[config.mk]
export PLATFORM = sky130hd
export DESIGN_NAME = regfile_scanner_flat
export DESIGN_NICKNAME = d
export VERILOG_FILES = /design/src/rtl/regfile_scanner_if.sv /design/src/rtl/regfile_scanner.sv /design/src/flat_wrapper.sv
export SDC_FILE = /design/constraint.sdc
export NUM_CORES = 1
export LEC_CHECK = 0
export ABC_AREA = 1
export ABC_CLOCK_PERIOD_IN_PS = 3200
export BUFFER_PORTS_ARGS = -buffer_cell sky130_fd_sc_hd__buf_4
export CAP_MARGIN = 25
export CORE_MARGIN = 5
export CORE_UTILIZATION = 45
export CTS_BUF_LIST = sky130_fd_sc_hd__clkbuf_16
export DETAILED_ROUTE_END_ITERATION = 16
export MAX_ROUTING_LAYER = met4
export PLACE_DENSITY_LB_ADDON = 0.05
export SLEW_MARGIN = 20
export SYNTH_ARGS = -nofsm -noshare
export SYNTH_HDL_FRONTEND = slang
export SYNTH_SLANG_ARGS = --single-unit
[constraint.sdc]
create_clock -name clk -period 3.2 [get_ports clk]
set_input_delay 0.16 -clock clk [delete_from_list [all_inputs] [get_ports clk]]
set_output_delay 0.16 -clock clk [all_outputs]
set_load 0.02 [all_outputs]
[src/rtl/regfile_scanner_if.sv]
// Purpose: bundles the scanner's control, register-file read port and output word stream.
// Latency: none, wiring only.
// Backpressure: out_valid/out_ready pair; a word holds until out_valid && out_ready.
//
// Ports (master = scanner side):
//   start, abort, first_addr, last_addr : scan control from the requester
//   rd_addr -> / rd_data <-             : one combinational register-file read port
//   out_valid, out_ready, out_data,
//   out_index, out_last                 : captured word stream to the consumer
//   busy, done                          : status
interface regfile_scanner_if #(
    parameter int n = 32,
    parameter int r = 5
);
    logic         start;
    logic         abort;
    logic [r-1:0] first_addr;
    logic [r-1:0] last_addr;
    logic [r-1:0] rd_addr;
    logic [n-1:0] rd_data;
    logic         out_valid;
    logic         out_ready;
    logic [n-1:0] out_data;
    logic [r-1:0] out_index;
    logic         out_last;
    logic         busy;
    logic         done;

    modport master (
        input  start, abort, first_addr, last_addr, rd_data, out_ready,
        output rd_addr, out_valid, out_data, out_index, out_last, busy, done
    );

    modport slave (
        output start, abort, first_addr, last_addr, rd_data, out_ready,
        input  rd_addr, out_valid, out_data, out_index, out_last, busy, done
    );
endinterface

[src/rtl/regfile_scanner.sv]
// Purpose: walks register indices first_addr..last_addr and streams each value out.
// Latency: word k presented 2k+1 edges after the accepting start edge; done follows the last handshake by one cycle.
// Backpressure: out_ready low holds the captured word; at most one word per two cycles.
//
// Ports: clk, rst (async active-high) plus bus (regfile_scanner_if.master):
//   start/abort/first_addr/last_addr in, rd_addr out / rd_data in,
//   out_valid/out_data/out_index/out_last out with out_ready in, busy/done out.
module regfile_scanner #(
    parameter int n = 32,
    parameter int r = 5
) (
    input  logic               clk,
    input  logic               rst,
    regfile_scanner_if.master  bus
);
    typedef enum logic [1:0] {
        IDLE   = 2'd0,
        FETCH  = 2'd1,
        HOLD   = 2'd2,
        FINISH = 2'd3
    } state_t;

    state_t       state;
    state_t       state_nxt;
    logic [r-1:0] ptr;
    logic [r-1:0] end_ptr;
    logic         accept;

    // abort in IDLE suppresses a same-cycle start.
    assign accept = (state == IDLE) && bus.start && !bus.abort;

    // rd_data feeds only the capture register, never an output directly.
    assign bus.rd_addr = ptr;
    assign bus.busy    = (state != IDLE);
    // An abort landing in FINISH cancels the completion pulse.
    assign bus.done    = (state == FINISH) && !bus.abort;

    always_ff @(posedge clk or posedge rst) begin
        if (rst) begin
            state <= IDLE;
        end else begin
            state <= state_nxt;
        end
    end

    always_comb begin
        state_nxt = state;
        case (state)
            IDLE: begin
                if (accept) begin
                    state_nxt = (bus.first_addr <= bus.last_addr) ? FETCH : FINISH;
                end
            end
            FETCH: begin
                state_nxt = bus.abort ? IDLE : HOLD;
            end
            HOLD: begin
                if (bus.abort) begin
                    state_nxt = IDLE;
                end else if (bus.out_ready) begin
                    state_nxt = bus.out_last ? FINISH : FETCH;
                end
            end
            FINISH: begin
                state_nxt = IDLE;
            end
            default: begin
                state_nxt = IDLE;
            end
        endcase
    end

    always_ff @(posedge clk or posedge rst) begin
        if (rst) begin
            ptr           <= '0;
            end_ptr       <= '0;
            bus.out_valid <= 1'b0;
            bus.out_data  <= '0;
            bus.out_index <= '0;
            bus.out_last  <= 1'b0;
        end else begin
            case (state)
                IDLE: begin
                    if (accept) begin
                        ptr     <= bus.first_addr;
                        end_ptr <= bus.last_addr;
                    end
                end
                FETCH: begin
                    if (bus.abort) begin
                        bus.out_valid <= 1'b0;
                        bus.out_last  <= 1'b0;
                    end else begin
                        bus.out_valid <= 1'b1;
                        bus.out_data  <= bus.rd_data;
                        bus.out_index <= ptr;
                        bus.out_last  <= (ptr == end_ptr);
                    end
                end
                HOLD: begin
                    if (bus.abort) begin
                        bus.out_valid <= 1'b0;
                        bus.out_last  <= 1'b0;
                    end else if (bus.out_ready) begin
                        bus.out_valid <= 1'b0;
                        // Stop at end_ptr so a scan ending at the top index never wraps.
                        if (!bus.out_last) begin
                            ptr <= ptr + {{(r-1){1'b0}}, 1'b1};
                        end
                    end
                end
                FINISH: begin
                    if (bus.abort) begin
                        bus.out_valid <= 1'b0;
                        bus.out_last  <= 1'b0;
                    end
                end
                default: begin
                    bus.out_valid <= 1'b0;
                end
            endcase
        end
    end
endmodule

[src/flat_wrapper.sv]
// flat-port wrapper written by rule: the top's interface ports become plain ports
module regfile_scanner_flat 
#(
    parameter int n = 32,
    parameter int r = 5
)
  (clk, rst, bus_start, bus_abort, bus_first_addr, bus_last_addr, bus_rd_data, bus_out_ready, bus_rd_addr, bus_out_valid, bus_out_data, bus_out_index, bus_out_last, bus_busy, bus_done);
  regfile_scanner_if #(.n(n), .r(r)) bus_i ();
  input  logic clk;
  input  logic rst;
  input wire logic [$bits(bus_i.start)-1:0] bus_start;
  input wire logic [$bits(bus_i.abort)-1:0] bus_abort;
  input wire logic [$bits(bus_i.first_addr)-1:0] bus_first_addr;
  input wire logic [$bits(bus_i.last_addr)-1:0] bus_last_addr;
  input wire logic [$bits(bus_i.rd_data)-1:0] bus_rd_data;
  input wire logic [$bits(bus_i.out_ready)-1:0] bus_out_ready;
  output wire logic [$bits(bus_i.rd_addr)-1:0] bus_rd_addr;
  output wire logic [$bits(bus_i.out_valid)-1:0] bus_out_valid;
  output wire logic [$bits(bus_i.out_data)-1:0] bus_out_data;
  output wire logic [$bits(bus_i.out_index)-1:0] bus_out_index;
  output wire logic [$bits(bus_i.out_last)-1:0] bus_out_last;
  output wire logic [$bits(bus_i.busy)-1:0] bus_busy;
  output wire logic [$bits(bus_i.done)-1:0] bus_done;
  assign bus_i.start = bus_start;
  assign bus_i.abort = bus_abort;
  assign bus_i.first_addr = bus_first_addr;
  assign bus_i.last_addr = bus_last_addr;
  assign bus_i.rd_data = bus_rd_data;
  assign bus_i.out_ready = bus_out_ready;
  assign bus_rd_addr = bus_i.rd_addr;
  assign bus_out_valid = bus_i.out_valid;
  assign bus_out_data = bus_i.out_data;
  assign bus_out_index = bus_i.out_index;
  assign bus_out_last = bus_i.out_last;
  assign bus_busy = bus_i.busy;
  assign bus_done = bus_i.done;
  regfile_scanner #(.n(n), .r(r)) u_core (.clk(clk), .rst(rst), .bus(bus_i));
endmodule
==> impl_metrics.env, run 1 <==
export IMPL_outcome="complete, no violations"
export IMPL_final_cell_mix="92 x buf_4, 51 x dfrtp_1, 50 x nand2_1"
export IMPL_final_common_cell="buf_4"
export IMPL_path_cells="inv_2, nand3_4, mux2_1"
export IMPL_finalCritPeriodShare_pct=51.4
export IMPL_hold_viol=0
export IMPL_fp_coreArea_um2=5110
export IMPL_tns_ns=0
export IMPL_globalplace_congestion=0.792
export IMPL_synth_area_um2=2360
export IMPL_fmax_mhz=608
export IMPL_p_leak_nw=1.68
export IMPL_irDropWorstVdd_uv=421
export IMPL_crit_type="reg2reg"
export IMPL_syn_inst=216
export IMPL_grt_ovfl_total=0
export IMPL_die_area_um2=6790
export IMPL_ios=93
export IMPL_wire_per_inst_um=13.4
export IMPL_p_clk_share_pct=15.7
export IMPL_cts_root_buffer="clkbuf_16"
export IMPL_skew_ns=0.00312
export IMPL_stdcell_area_um2=3270
export IMPL_crit_path_max_fanout=43
export IMPL_drtPass1Iterations=5
export IMPL_layoutNonFillerInstCount=384
export IMPL_drive_above_1_share_pct=38.2
export IMPL_drc=0
export IMPL_antenna_cells=0
export IMPL_clkSlewWorstSetupHoldPaths_ns=0.07
export IMPL_hold_class="in2reg"
export IMPL_insertion_delay_ns=0.28
export IMPL_clock_sinks=51
export IMPL_worstPathArrival_ns=1.81
export IMPL_ctsLongestPathBuffers=2
export IMPL_vias=1815
export IMPL_power_net_switching_w=0.00132
export IMPL_hpwlAfterDp_um=3950
export IMPL_ys_ff_latch=51
export IMPL_wirelength_met1_um=2170
export IMPL_cts_buffers=5
export IMPL_min_from="bus_rd_data[23]"
export IMPL_grt_usage_pct=15.7
export IMPL_period_needed_ns=1.65
export IMPL_grt_antenna_before_repair=0
export IMPL_p_sw_share_pct=40.1
export IMPL_post_dp_cell_area_um2=3120
export IMPL_maxSlewViolCount=0
export IMPL_initial_core_util_pct=46.2
export IMPL_yosysUniqueCellTypes=26
export IMPL_start_kind="flop"
export IMPL_syn_num_nets=269
export IMPL_num_rows=26
export IMPL_rr_worst_depth=3
export IMPL_timing_rr_start="u_core.state[1]"
export IMPL_area_growth_pct=38.8
export IMPL_worst_setup_path_end_kind="flop"
export IMPL_die_w_um=82.4
export IMPL_grt_first_pass_wirelength_um=7730
export IMPL_grt_pass1_vias=1666
export IMPL_grt_max_degree=44
export IMPL_dr_max_layer_used="met4"
export IMPL_placed_cells=375
export IMPL_ant_nets=0
export IMPL_reg2reg_to="u_core.bus.out_data[0]"
export IMPL_yosys_warnings=0
export IMPL_rsz0062_at_grt="false"
export IMPL_htree_levels=2
export IMPL_layout_nets=366
export IMPL_combPwrFrac_pct=48.2
export IMPL_wl_met2_um=2400
export IMPL_drt_wl_total_um=5140
export IMPL_syn_avg_cell_area_um2=10.9
export IMPL_die_h_um=82.4
export IMPL_wl_met3_um=464
export IMPL_post_drt_via_cell_ratio=4.73
export IMPL_cpMaxStageDelayCell="mux2_1"
export IMPL_min_to="u_core.bus.out_data[23]"
export IMPL_drt_iter0_drc=45
export IMPL_cts_tree="yes"
export IMPL_finalSetupViolCount=0
export IMPL_cpPeakStageDelay_ns=0.51
export IMPL_power_frac_seq_pct=36.1
export IMPL_powerDensity_nw_per_um2=1000
export IMPL_p_int_w=0.00197
export IMPL_min_path_cells=2
export IMPL_drv_cap=0
export IMPL_slew_headroom_pct=61.0
export IMPL_fin_util_pct=64.1
export IMPL_reg2reg_slack_ns=1.55
export IMPL_worst_pin_slew_ns=0.584
export IMPL_post_cts_buffers=0
export IMPL_port_buffer_count=92
export IMPL_ys_seq_area_share_pct=54.1
export IMPL_crit_required_ns=3.36
-- power by group through the flow --
stage                     Clock, W  Sequential [W]  Combinational (W)
after floorplan                  0         0.00151           0.000641
after global placement           0         0.00119            0.00158
after detailed placement         0         0.00120            0.00161
after CTS                 0.000539         0.00119            0.00162
after global routing      0.000567         0.00123            0.00173
final                     0.000516         0.00119            0.00159
-- layout make-up --
type | instances | area, µm²
Clock buffer | 5 | 125
Clock inverter | 3 | 20.0
Fill cell | 432 | 1830
Inverter | 22 | 82.6
Multi-Input combinational cell | 139 | 961
Sequential cell | 51 | 1280
Tap cell | 70 | 87.6
Timing Repair Buffer | 94 | 721
-- synthesized netlist by cell type --
cell type   n  area [µm²]
nand4_1     1        6.26
nor2_2      1        6.26
dfrtp_1    51        1280
nor2_1      8        30.0
xor2_1      3        26.3
nand2_1    50         188
nand2_4     2        22.5
mux2_2      3        33.8
nor2_4      1        11.3
a21oi_1     4        20.0
o21ai_0     7        35.0
buf_2       1        5.00
inv_1      19        71.3
mux2_4      1        15.0
nor3_4      1        16.3
ha_1        6        75.1
or2_2       2        12.5
mux2_1     31         349
nand2_2     2        12.5
buf_6       3        33.8
nand3_1     7        35.0
nand3_4     1        17.5
inv_2       3        11.3
nand3_2     1        10.0
o21ai_2     1        8.76
o21ai_1     6        30.0
-- sequential cells by signal, indices dropped and copies added (netlist names) --
signal and flops:
u_core.state 2, u_core.bus.rd_addr 5, u_core.bus.out_valid 1, u_core.bus.out_index 5
u_core.bus.out_data 32, u_core.end_ptr 5, u_core.bus.out_last 1
-- through the flow --
step / power [W] / setup WS, ns / hold slack [ns]
floorplan: 0.00215 / 1.81 / 0.292
global placement: 0.00277 / 1.55 / 0.371
detailed placement: 0.00281 / 1.52 / 0.228
CTS: 0.00335 / 1.51 / 0.0751
global route: 0.00353 / 1.43 / 0.0720
finish: 0.00329 / 1.55 / 0.0830
-- layer usage --
layer | GRT usage, % | vias to the layer above
met5 | - | -
met4 | 6.98 | 0
met3 | 3.90 | 8
met2 | 25.2 | 71
met1 | 18.8 | 834
li1 | - | 902
-- cells by family (layout without fill, tap and decap cells) --
family,after synthesis,after routing,share of synthesized area [%]
AND/OR/NAND/NOR,77,77,15.6
flip-flops,51,51,54.1
multiplexers,35,35,16.9
buffers and inverters,26,124,5.15
AO/OA/AOI/OAI,18,18,3.98
adder cells (fa/ha/maj),6,6,3.18
XOR/XNOR,3,3,1.11
-- repair_timing --
action,CTS,global route
setup endpoints to repair,0,0
hold endpoints to repair,22,0
gates resized for setup,0,0
hold buffers,1,0
-- critical path: cells and delay by family, from the launching register on --
family / cells / cell delay [ns]
simple gates: 1 / 0.44
mux: 1 / 0.51
buf+inv: 1 / 0.11
flops: 1 / 0.45
-- how the worst max path moves through the flow --
| stage | startpoint | to | slack [ns] | depth (start not counted) |
|---|---|---|---|---|
| 2_1_floorplan | rst | u_core.bus.out_data[0] | 1.81 | 1 |
| 3_3_place_gp | u_core.state[1] | u_core.bus.out_data[14] | 1.55 | 3 |
| 3_5_place_dp | u_core.state[1] | u_core.bus.out_data[25] | 1.52 | 3 |
| 4_1_cts | u_core.state[1] | u_core.bus.out_index[0] | 1.51 | 3 |
| 5_1_grt | u_core.state[1] | u_core.bus.out_data[30] | 1.43 | 3 |
| 6_report | u_core.state[1] | u_core.bus.out_data[0] | 1.55 | 3 |
(Power assumes the default switching activity.)
==> run 2: changes to the inputs <==
- ABC_CLOCK_PERIOD_IN_PS: 3200 -> 1390
- CORE_UTILIZATION: 45 -> 44
- clock period: 3.2 -> 1.39 ns (I/O delays scaled with it)
==> run 2 against run 1 <==
Against the previous run:
- first-iteration DRC count up 22%
- largest power group unchanged
- final cell count up 5.2%
- clock power up 120%
- maximum frequency up 27%
- die area up 2.0%
- hold slack worse by 0.079 ns
- clock skew about the same
- non-clock buffer count up 20
- highest routed layer unchanged
- sequential power up 130%
- clock-buffer cell count unchanged
- largest cell class unchanged
- via count up 1.5%
- sequential cell count unchanged
==> impl_metrics.env, run 2 (synthesis results as in run 1) <==
export IMPL_reg2reg_slack_ns=0.1
export IMPL_rr_worst_depth=4
export IMPL_die_w_um=83.2
export IMPL_drt_iter0_drc=55
export IMPL_insertion_delay_ns=0.28
export IMPL_grt_first_pass_wirelength_um=8930
export IMPL_p_leak_nw=1.78
export IMPL_antenna_cells=0
export IMPL_hold_class="in2reg"
export IMPL_globalplace_congestion=0.845
export IMPL_powerDensity_nw_per_um2=2220
export IMPL_grt_max_degree=32
export IMPL_tns_ns=0
export IMPL_drv_cap=0
export IMPL_crit_required_ns=1.55
export IMPL_hold_viol=0
export IMPL_htree_levels=2
export IMPL_drt_wl_total_um=5230
export IMPL_crit_start="u_core.state[1]"
export IMPL_vias=1842
export IMPL_die_area_um2=6920
export IMPL_ant_nets=0
export IMPL_rsz0062_at_grt="false"
export IMPL_area_growth_pct=46.9
export IMPL_grt_antenna_before_repair=0
export IMPL_whs_ns=0.00381
export IMPL_post_cts_buffers=0
export IMPL_ios=93
export IMPL_p_clk_share_pct=15.0
export IMPL_fill_cells=427
export IMPL_regArea_um2=1280
export IMPL_timing_rr_start="u_core.state[1]"
export IMPL_fmax_mhz=774
export IMPL_hpwlAfterDp_um=4030
export IMPL_num_rows=26
export IMPL_drive_above_1_share_pct=38.6
export IMPL_worstPathArrival_ns=1.45
export IMPL_post_drt_via_cell_ratio=4.56
export IMPL_cts_buffers=5
export IMPL_die_h_um=83.2
export IMPL_fp_coreArea_um2=5170
export IMPL_p_int_w=0.00466
export IMPL_final_cell_mix="99 x buf_4, 51 x dfrtp_1, 50 x nand2_1"
export IMPL_drtPass1Iterations=4
export IMPL_grt_pass1_vias=1850
export IMPL_clock_sinks=51
export IMPL_reg2reg_to="u_core.bus.out_data[24]"
export IMPL_skew_ns=0.00294
export IMPL_p_sw_share_pct=39.4
export IMPL_finalSetupViolCount=0
export IMPL_min_from="bus_rd_data[10]"
export IMPL_final_common_cell="buf_4"
export IMPL_finalCritPeriodShare_pct=93.0
export IMPL_combPwrFrac_pct=49.9
export IMPL_period_needed_ns=1.29
export IMPL_ctsLongestPathBuffers=2
export IMPL_slew_headroom_pct=73.1
export IMPL_drc=0
export IMPL_crit_type="reg2reg"
export IMPL_power_frac_seq_pct=35.2
export IMPL_irDropWorstVdd_uv=1050
export IMPL_port_buffer_count=92
export IMPL_min_to="u_core.bus.out_data[10]"
export IMPL_cts_tree="yes"
export IMPL_cts_root_buffer="clkbuf_16"
export IMPL_crit_path_max_fanout=31
export IMPL_multi_input_area_um2=963
export IMPL_grt_usage_pct=16.0
export IMPL_worst_setup_path_end_kind="flop"
export IMPL_grt_ovfl_total=0
export IMPL_wire_per_inst_um=12.9
export IMPL_clkSlewWorstSetupHoldPaths_ns=0.06
export IMPL_initial_core_util_pct=45.6
export IMPL_largest_register_ffs=32
export IMPL_maxSlewViolCount=0
export IMPL_worst_pin_slew_ns=0.403
export IMPL_power_net_switching_w=0.00303
export IMPL_min_path_cells=2
export IMPL_layout_nets=386
export IMPL_top_register="u_core.bus.out_data"
export IMPL_outcome="complete, no violations"
export IMPL_start_kind="flop"
==> run 2: changes by cell type in the layout (fill, tap and decap cells not counted) <==
| cell | before | now |
|---|---|---|
| nor2_2 | 1 | 2 |
| dlygate4sd3_1 | 1 | 13 |
| clkinv_4 | 1 | 0 |
| inv_1 | 18 | 19 |
| clkinv_2 | 0 | 1 |
| nor2_1 | 8 | 7 |
| buf_4 | 92 | 99 |
| clkinv_1 | 1 | 0 |
| buf_12 | 1 | 2 |
==> run 2: critical path, cell delays in order (launching register included) <==
cell	delay [ns]
dfrtp_1	0.45
inv_2	0.09
nand3_4	0.08
buf_12	0.20
mux2_1	0.35
==> run 2: area by class of cell <==
type | count | share of cell area (%)
inverter | 22 | 2.38
tap | 70 | 2.53
multi-input combinational | 139 | 27.8
clock inverter | 3 | 0.469
clock buffer | 5 | 3.61
timing repair buffer | 114 | 26.4
sequential | 51 | 36.8
==> run 2: how the worst max path moves through the flow <==
| stage | endpoint | slack [ns] | cells after the start |
|---|---|---|---|
| floorplan | u_core.bus.rd_addr[2] | 0.07 | 6 |
| global placement | u_core.end_ptr[0] | 0.12 | 3 |
| detailed placement | u_core.bus.out_data[19] | 0.11 | 4 |
| CTS | bus_busy | 0.02 | 3 |
| global route | u_core.bus.out_data[26] | 0.03 | 4 |
| finish | u_core.bus.out_data[24] | 0.1 | 4 |
==> run 2: metrics by stage <==
step	worst slack, ns	util, %	area [µm²]	total power, W	std cells
2_1_floorplan	0.0714	-	2360	0.00495	216
3_3_place_gp	0.125	61.7	3190	0.00651	383
3_5_place_dp	0.108	61.7	3190	0.00659	383
4_1_cts	0.0185	66.7	3450	0.00779	403
5_1_grt	0.0271	67.0	3460	0.00822	404
6_report	0.0972	67.0	3460	0.00770	404
==> run 2: per-layer routing <==
| layer | routed length, µm | vias to the layer above | track usage [%] |
|---|---|---|---|
| li1 | - | 933 | - |
| met1 | 2390 | 840 | 20.7 |
| met2 | 2470 | 65 | 25.4 |
| met3 | 338 | 4 | 4.36 |
| met4 | 35 | 0 | 3.12 |
| met5 | 0 | - | - |
==> run 2: power groups by stage <==
stage	Clock, W	Combinational [W]	Sequential, W
6_report	0.00115	0.00384	0.00271
3_5_place_dp	0	0.00386	0.00273
3_3_place_gp	0	0.00380	0.00271
5_1_grt	0.00126	0.00416	0.00280
2_1_floorplan	0	0.00148	0.00348
4_1_cts	0.00119	0.00390	0.00270
==> run 2: timing repair <==
action                                  in CTS  in global routing
hold buffers                                12                  1
gates resized for setup                      0                  1
endpoints found under the setup margin       0                  1
hold endpoints to repair                    27                  1
==> run 3: changes to the inputs <==
- ABC_CLOCK_PERIOD_IN_PS: 1390 -> 1300
- CORE_UTILIZATION: 44 -> 45
- REMOVE_ABC_BUFFERS: not set -> 1
- clock period: 1.39 -> 1.3 ns (I/O delays scaled with it)
==> run 3 against run 2 <==
Against the previous run:
- combinational power is 28% higher
- clock-buffer cell count stayed put
- wire length is 17% higher
- hold slack better by 0.0080 ns
- total power is 21% higher
- utilization is 8.2 points higher
- critical path type unchanged
- critical endpoint is now u_core.bus.out_data[5]
==> impl_metrics.env, run 3 (synthesis results as in run 1) <==
export IMPL_outcome="complete, no violations"
export IMPL_grt_antenna_before_repair=0
export IMPL_vias=1997
export IMPL_drive_above_1_share_pct=46.6
export IMPL_grt_pass1_vias=2017
export IMPL_cts_root_buffer="clkbuf_16"
export IMPL_drv_cap=0
export IMPL_grt_usage_pct=18.4
export IMPL_power_total_w=0.00927
export IMPL_insertion_delay_ns=0.28
export IMPL_num_rows=26
export IMPL_slew_headroom_pct=82.0
export IMPL_wire_per_inst_um=14.4
export IMPL_layout_nets=406
export IMPL_clkSlewWorstSetupHoldPaths_ns=0.06
export IMPL_area_growth_pct=62.8
export IMPL_final_common_cell="buf_4"
export IMPL_skew_ns=0.00268
export IMPL_ctsLongestPathBuffers=2
export IMPL_finalCritPeriodShare_pct=99.5
export IMPL_ios=93
export IMPL_period_needed_ns=1.29
export IMPL_grt_max_degree=52
export IMPL_ant_nets=0
export IMPL_start_kind="flop"
export IMPL_port_buffer_count=92
export IMPL_initial_core_util_pct=46.2
export IMPL_irDropWorstVdd_uv=1320
export IMPL_crit_type="reg2reg"
export IMPL_regArea_um2=1280
export IMPL_largest_register_ffs=32
export IMPL_crit_required_ns=1.47
export IMPL_whs_ns=0.0118
export IMPL_post_drt_via_cell_ratio=4.71
export IMPL_antenna_cells=0
export IMPL_top_register="u_core.bus.out_data"
export IMPL_worst_pin_slew_ns=0.270
export IMPL_worstPathArrival_ns=1.46
export IMPL_die_h_um=82.4
export IMPL_cts_tree="yes"
export IMPL_multi_input_area_um2=1080
export IMPL_maxSlewViolCount=0
export IMPL_die_area_um2=6790
export IMPL_grt_ovfl_total=0
export IMPL_drc=0
export IMPL_clock_sinks=51
export IMPL_grt_first_pass_wirelength_um=9150
export IMPL_htree_levels=2
export IMPL_p_leak_nw=2.02
export IMPL_drt_iter0_drc=48
export IMPL_drt_wl_total_um=6110
export IMPL_fill_cells=372
export IMPL_hold_viol=0
export IMPL_fp_coreArea_um2=5110
export IMPL_rsz0062_at_grt="true"
export IMPL_finalSetupViolCount=0
export IMPL_cts_buffers=5
export IMPL_fmax_mhz=773
export IMPL_worst_setup_path_end_kind="flop"
export IMPL_drtPass1Iterations=4
export IMPL_powerDensity_nw_per_um2=2420
export IMPL_final_cell_mix="99 x buf_4, 50 x nand2_1, 49 x dfrtp_1"
export IMPL_die_w_um=82.4
export IMPL_hold_class="in2reg"
export IMPL_reg2reg_slack_ns=0.006
export IMPL_globalplace_congestion=0.794
export IMPL_crit_path_max_fanout=19
export IMPL_hpwlAfterDp_um=4000
[run 3: cell count changes in the layout (fill, tap and decap cells not counted), sizes merged]
cell	previous run	this run
clkbuf	5	6
bufinv	0	1
buf	101	106
dlygate4sd3	13	27
clkinvlp	1	0
inv	23	22
clkinv	1	2
[run 3: critical path: stages (launching register included)]
cell	delay, ns
dfrtp_2	0.45
inv_4	0.09
nand3_4	0.12
buf_12	0.20
mux2_4	0.31
[run 3: layout make-up]
class | count | share of cell area, %
repair buffers | 134 | 29.8
well taps | 70 | 2.28
clock buffers | 5 | 3.26
inverters | 22 | 2.22
multi-input cells | 139 | 28.1
clock inverters | 3 | 1.01
flip-flops and latches | 51 | 33.3
[run 3: power breakdown]
| part | total, W | internal [W] | leakage [nW] | switching (W) |
|---|---|---|---|---|
| combinational | 0.00491 | 0.00251 | 1.33 | 0.00240 |
| sequential | 0.00293 | 0.00239 | 0.616 | 0.000547 |
| clock | 0.00143 | 0.000897 | 0.0812 | 0.000531 |
| total | 0.00927 | 0.00580 | 2.02 | 0.00348 |
[run 3: path summary, 6_finish.rpt]
check / startpoint / to / cells after the start
worst max-delay path: u_core.state[1] / u_core.bus.out_data[5] / 4
worst min-delay path: bus_last_addr[0] / u_core.end_ptr[0] / 2
worst max register to register: u_core.state[1] / u_core.bus.out_data[5] / 4
worst min register to register: u_core.bus.out_valid / u_core.bus.out_valid / 2
max in group asynchronous: rst / u_core.state[0] / 4
min in group asynchronous: rst / u_core.bus.out_data[15] / 4
[run 3: metal layers]
layer,share of wire (%),GRT usage [%],wire length (µm),up-vias
met3,6.8,4.23,417,5
li1,-,-,-,986
met5,0,-,0,-
met1,43,21.5,2640,948
met2,49,31.4,2980,58
met4,1.2,5.48,74,0
[run 3: repair_timing]
item / CTS / global route
buffers inserted: 2 / 1
pin swaps: 1 / 4
endpoints found under the hold margin: 77 / 0
cloned: 0 / 2
hold buffers: 27 / 0
setup endpoints to repair: 1 / 31
resized for setup: 3 / 36
[run 3: stage by stage]
step | utilization, % | TNS, ns | cell area, µm² | cells | setup WS [ns]
after CTS | 72.0 | 0 | 3680 | 422 | 0.0200
after detailed placement | 63.0 | 0 | 3220 | 385 | 0.0317
final | 75.2 | 0 | 3840 | 424 | 0.00612
after global routing | 75.2 | -0.500 | 3840 | 424 | -0.0365
after floorplan | - | -3.64 | 2320 | 212 | -0.111
after global placement | 63.0 | 0 | 3220 | 385 | 0.0691
